## config.mk

```make
export PLATFORM = sky130hd
export DESIGN_NAME = gpio_bus_arbiter
export DESIGN_NICKNAME = d
export VERILOG_FILES = /design/src/rtl/gpio_bus_arbiter.sv
export SDC_FILE = /design/constraint.sdc
export NUM_CORES = 1
export LEC_CHECK = 0
export ABC_AREA = 0
export CAP_MARGIN = 40
export CORE_MARGIN = 2
export CORE_UTILIZATION = 34
export CTS_CLUSTER_DIAMETER = 100
export CTS_CLUSTER_SIZE = 20
export DETAILED_ROUTE_END_ITERATION = 12
export PLACE_DENSITY_LB_ADDON = 0.1
export SLEW_MARGIN = 20
export SYNTH_ARGS = -nofsm -noshare
export SYNTH_HDL_FRONTEND = slang
export SYNTH_SLANG_ARGS = --single-unit
```

## constraint.sdc

```tcl
create_clock -name clk -period 2.2 [get_ports clk]
set_input_delay 0.22 -clock clk [delete_from_list [all_inputs] [get_ports clk]]
set_output_delay 0.22 -clock clk [all_outputs]
set_load 0.05 [all_outputs]
```

## src/rtl/gpio_bus_arbiter.sv

```systemverilog
// Round-robin arbiter sharing the gpio_top register port between two requesters.
// One access in flight: IDLE samples requests, ACCESS drives the port, RESP returns data.
//
//   state  | meaning
//   IDLE   | waiting for req; latches winner's command on the sampling edge
//   ACCESS | gnt pulse, port driven, read data captured at the closing edge
//   RESP   | rvalid pulse to the winner, rdata/err valid
module gpio_bus_arbiter #(
  parameter int                  DW      = 32,
  parameter int                  AW      = 2,
  parameter logic [2**AW-1:0]    RO_MASK = 4'b0011
) (
  input  logic            clk,
  input  logic            rst,
  input  logic [1:0]      req,
  input  logic [1:0]      we,
  input  logic [2*AW-1:0] a,
  input  logic [2*DW-1:0] wd,
  output logic [1:0]      gnt,
  output logic [1:0]      rvalid,
  output logic [DW-1:0]   rdata,
  output logic            err,
  output logic [AW-1:0]   g_a,
  output logic            g_we,
  output logic [DW-1:0]   g_wd,
  input  logic [DW-1:0]   g_rd
);

  typedef enum logic [1:0] {IDLE, ACCESS, RESP} state_t;

  state_t          r_state, w_state_nxt;
  logic [1:0]      r_gnt, r_rvalid;
  logic [DW-1:0]   r_rdata, r_g_wd;
  logic [AW-1:0]   r_g_a;
  logic            r_err, r_g_we;
  logic            r_cmd_id, r_cmd_we;
  logic            r_prio;
  logic            w_win;
  logic            w_ro;

  // r_prio names the requester that wins the next tie; it flips away from each winner.
  assign w_win = req[1] & (~req[0] | r_prio);
  assign w_ro  = RO_MASK[r_g_a];

  always_ff @(posedge clk or posedge rst) begin
    if (rst) r_state <= IDLE;
    else     r_state <= w_state_nxt;
  end

  always_comb begin
    w_state_nxt = r_state;
    case (r_state)
      IDLE:    if (req != 2'b00) w_state_nxt = ACCESS;
      ACCESS:  w_state_nxt = RESP;
      RESP:    w_state_nxt = IDLE;
      default: w_state_nxt = IDLE;
    endcase
  end

  // g_a/g_wd double as the latched command address and data.
  always_ff @(posedge clk or posedge rst) begin
    if (rst) begin
      r_gnt    <= 2'b00;
      r_rvalid <= 2'b00;
      r_rdata  <= '0;
      r_err    <= 1'b0;
      r_g_a    <= '0;
      r_g_we   <= 1'b0;
      r_g_wd   <= '0;
      r_cmd_id <= 1'b0;
      r_cmd_we <= 1'b0;
      r_prio   <= 1'b0;
    end else begin
      case (r_state)
        IDLE: begin
          r_rvalid <= 2'b00;
          if (req != 2'b00) begin
            r_cmd_id <= w_win;
            r_cmd_we <= w_win ? we[1] : we[0];
            r_gnt    <= {w_win, ~w_win};
            r_g_a    <= w_win ? a[2*AW-1:AW] : a[AW-1:0];
            r_g_wd   <= w_win ? wd[2*DW-1:DW] : wd[DW-1:0];
            r_g_we   <= (w_win ? we[1] : we[0]) &
                        ~RO_MASK[w_win ? a[2*AW-1:AW] : a[AW-1:0]];
          end
        end
        ACCESS: begin
          r_gnt    <= 2'b00;
          r_g_we   <= 1'b0;
          r_rdata  <= g_rd;
          r_err    <= r_cmd_we & w_ro;
          r_rvalid <= {r_cmd_id, ~r_cmd_id};
          r_prio   <= ~r_cmd_id;
        end
        default: begin
          r_rvalid <= 2'b00;
          r_gnt    <= 2'b00;
          r_g_we   <= 1'b0;
        end
      endcase
    end
  end

  assign gnt    = r_gnt;
  assign rvalid = r_rvalid;
  assign rdata  = r_rdata;
  assign err    = r_err;
  assign g_a    = r_g_a;
  assign g_we   = r_g_we;
  assign g_wd   = r_g_wd;

endmodule

```

==> results by group <==
Clock network
  • # resized after CTS: 0
  • Maximum clock path buffer count: 2
  • Clock latency at the later pin of the worst-skew pair: approximately 330 ps
  • CTS Hold Bufs: 0
  • Clock transition at the register clock pins on the worst setup and hold paths after CTS: approximately 80 ps
  • Clk sinks: a little under 80
  • Clock Tree Root: sky130_fd_sc_hd__clkbuf_8
  • Clock H-tree levels: 3
  • CTS tree: yes
  • Number of setup buffers added after CTS: 0
  • Number of buffers inserted during clock tree synthesis: 9

Cells and area
  • Share of post-route cells with drive strength above 1: 5.58%
  • Final Non-Filler Cells: approximately 600
  • Number of nets in the layout: 604
  • Area Overhead vs Synth: 71.1%
  • Layout Cell Area excl Fill: 5200 um^2
  • Total inserted antenna cells: 0

Synth
  • Post-Synthesis Cell Area: 3040 um^2
  • Area share of the leading cell type in the synthesized netlist: a little under two thirds
  • Cell type with the highest aggregate area in the netlist: sky130_fd_sc_hd__dfrtp_1
  • Number of instances in the synthesized netlist: 320
  • Commonest cells in the synthesized netlist: 165 x sky130_fd_sc_hd__nand2_1, 77 x sky130_fd_sc_hd__dfrtp_1, 33 x sky130_fd_sc_hd__a22oi_1, 9 x sky130_fd_sc_hd__buf_2, 5 x sky130_fd_sc_hd__buf_1
  • Syn Area/Cell: around 9.5 um^2
  • Most frequent cell after synthesis: sky130_fd_sc_hd__nand2_1
  • Number of distinct library cells after synthesis: 19
  • Seq/Total Area, Yosys: a little under two thirds
  • Number of flops mapped to enable cells by yosys: 0
  • Flip-flop cell with the highest count after synthesis: sky130_fd_sc_hd__dfrtp_1
  • Dominant cells by area after synthesis: sky130_fd_sc_hd__dfrtp_1 63%, sky130_fd_sc_hd__nand2_1 20%, sky130_fd_sc_hd__a22oi_1 8.2%
  • Share of flip-flops with an asynchronous set or reset: 100%
  • Yosys warning count: 0
  • Syn Nets: 426
  • Flip-flop and latch count after synthesis: between 70 and 80

Critical path
  • CP max FO: 3
  • Crit path cell chain: clkdlybuf4s50_1
  • Largest incremental delay on the critical path: a little over 800 ps
  • Data required time of the critical path: 1980 ps
  • Cell count along the critical path: 1
  • Critical path type: reg -> out
  • Endpoint of the worst setup timing path: g_a[1]
  • CP delay by family, top: buffers and inverters
  • Crit end category: output pin
  • Critical path arrival: between 1500 and 2000 ps
  • Flop-to-flop setup slack: 490 ps
  • Cells on worst reg2reg path: 5
  • Highest-delay cell along the critical path: sky130_fd_sc_hd__clkdlybuf4s50_1
  • Source of the critical timing path: g_a[1]
  • Worst setup SP type: flop
  • WP buf/inv: 1
  • Worst reg2reg path startpoint: r_state[1]
  • Reg2reg end: g_wd[17]

Place
  • Detail Placement HPWL: 6.13 mm
  • I/O Buffers: approximately 180
  • Placed Instance Area: approximately 5000 um^2
  • Final RePlAce weighted congestion: 0.710
  • Placed cells: around 600

Floorplan
  • Width of the die: 98.5 um
  • Core Rows: 34
  • Area of the die: slightly below 10000 um^2
  • Placeable core region: about 8700 um^2
  • I/O pin count: about 180
  • Die H: ~99 um
  • Starting density of the core: between 30% and 40%

Timing
  • Final-report max-slew violation count: 0
  • Highest achievable clock rate: ~0.57 GHz
  • Final worst-path cycle share: 79.4%
  • Worst-case headroom to the max-slew limit: between 50 and 60%
  • Final Skew: 6.49 ps
  • Hold violation total from the final report: 0
  • Setup repair after global routing missed its margin: false
  • Number of setup violations in the final report: 0
  • Time the worst path needs with I/O delays and setup: around 1700 ps
  • Transition time at the pin with the least slew margin: between 600 and 700 ps
  • Setup TNS: 0 ps
  • Worst hold slack: about 270 ps

Outcome
  • Outcome: finished, final reports clean

Pwr
  • Cell Pwr Density: 1720 nW/um^2
  • Largest vdd supply drop: between 0.7 and 0.8 mV
  • Leakage: roughly 2.5 nW

Drt
  • Number of violations reported at the end of detailed-routing iteration 0: roughly 110
  • Initial DRT Pass Iterations: 4
  • Average routed wire per standard cell: around 14 um
  • Wire length after detailed routing: approximately 8.3 mm
  • Ratio of routed vias to standard cells: 4.55
  • Via count of the routed design: around 2800
  • DRT antenna net count: 0
  • DRC violation count after routing: 0

Global route
  • Congestion Overflow GR: 0
  • Largest net degree at the start of global routing: a little under 80
  • Via count of the first global-routing pass: 2813
  • Number of antenna violations at the first check in global routing: 0
  • Global-route wire length before repair: 13.6 mm
  • GR Util All Layers: about 17%

Worst hold path
  • Classification of the worst-slack hold path: in -> async

Flow run
  • Number of max-capacitance violations reported: 0
==> layout make-up <==
type,instances,area [um^2]
multi-input combinational,221,1020
sequential,77,1930
fill,788,3480
tap,108,135
timing repair buffer,185,1870
inverter,4,16.3
clock buffer,12,165
clock inverter,3,67.6
==> worst min path at each step <==
stage | cells past startpoint | to
after floorplan | 2 | rdata[0]
after global placement | 1 | rvalid[0]
after detailed placement | 1 | rvalid[0]
after CTS | 3 | g_wd[29]
after global routing | 3 | g_wd[27]
final | 3 | g_wd[27]
==> kinds of logic after synthesis <==
| family | count (synthesis) | synth area share, % |
|---|---|---|
| flip-flops | 77 | 63.4 |
| multiplexers | 2 | 0.741 |
| AND/OR/NAND/NOR | 176 | 22.3 |
| AO/OA/AOI/OAI | 43 | 10.5 |
| buffers and inverters | 22 | 3.09 |
==> power by group <==
group | switching, mW | internal [mW] | total (mW)
logic | 3.50 | 1.75 | 5.25
registers | 0.342 | 2.10 | 2.44
clock network | 0.492 | 0.727 | 1.22
total | 4.34 | 4.58 | 8.92
==> cell usage in the layout (no fill, tap or decap) <==
cell                                n
sky130_fd_sc_hd__clkbuf_8          12
sky130_fd_sc_hd__a22oi_1           33
sky130_fd_sc_hd__o21ai_2            1
sky130_fd_sc_hd__a22o_1             1
sky130_fd_sc_hd__o21bai_1           1
sky130_fd_sc_hd__a21o_1             2
sky130_fd_sc_hd__a21oi_1            3
sky130_fd_sc_hd__clkinvlp_4         1
sky130_fd_sc_hd__inv_1              3
sky130_fd_sc_hd__clkdlybuf4s50_1  177
sky130_fd_sc_hd__nand2_1          165
sky130_fd_sc_hd__nand2b_1           4
sky130_fd_sc_hd__buf_4              5
sky130_fd_sc_hd__nor2_1             4
sky130_fd_sc_hd__or2_2              1
sky130_fd_sc_hd__buf_12             3
sky130_fd_sc_hd__dfrtp_1           77
sky130_fd_sc_hd__bufinv_16          2
sky130_fd_sc_hd__clkinv_2           1
sky130_fd_sc_hd__and3_1             2
sky130_fd_sc_hd__a32o_1             1
sky130_fd_sc_hd__mux2_2             2
sky130_fd_sc_hd__o21ai_0            1
==> state kept, by name, summed over array words and instances (netlist names) <==
| register | flops |
|---|---|
| r_prio | 1 |
| r_cmd_we | 1 |
| r_state | 2 |
| rdata | 32 |
| rvalid | 2 |
| g_a | 2 |
| g_wd | 32 |
| err | 1 |
| gnt | 2 |
| g_we | 1 |
| r_cmd_id | 1 |
==> worst register-to-register path, delay by kind of cell, from the launching register on <==
kind,cells,cell delay (ps)
AO/OA/AOI/OAI,1,100
buffers and inverters,1,240
flip-flops,1,380
AND/OR/NAND/NOR,3,940
==> per-layer routing <==
metal	global-route usage, %	wire length, um	vias up
met1	21.5	3440	1287
met4	6.11	102	0
met5	0	0	-
met3	5.39	691	9
met2	29.3	4070	92
li1	-	-	1386
==> per-stage QoR <==
| stage | setup slack [ps] | power, mW | util, % |
|---|---|---|---|
| floorplan | 13.3 | 5.86 | - |
| global placement | 328 | 7.72 | 57.2 |
| detailed placement | 261 | 7.78 | 57.2 |
| CTS | 431 | 9.02 | 59.9 |
| global route | 324 | 9.45 | 59.9 |
| finish | 452 | 8.92 | 59.9 |
No activity file was read; power rests on OpenSTA's default activity.
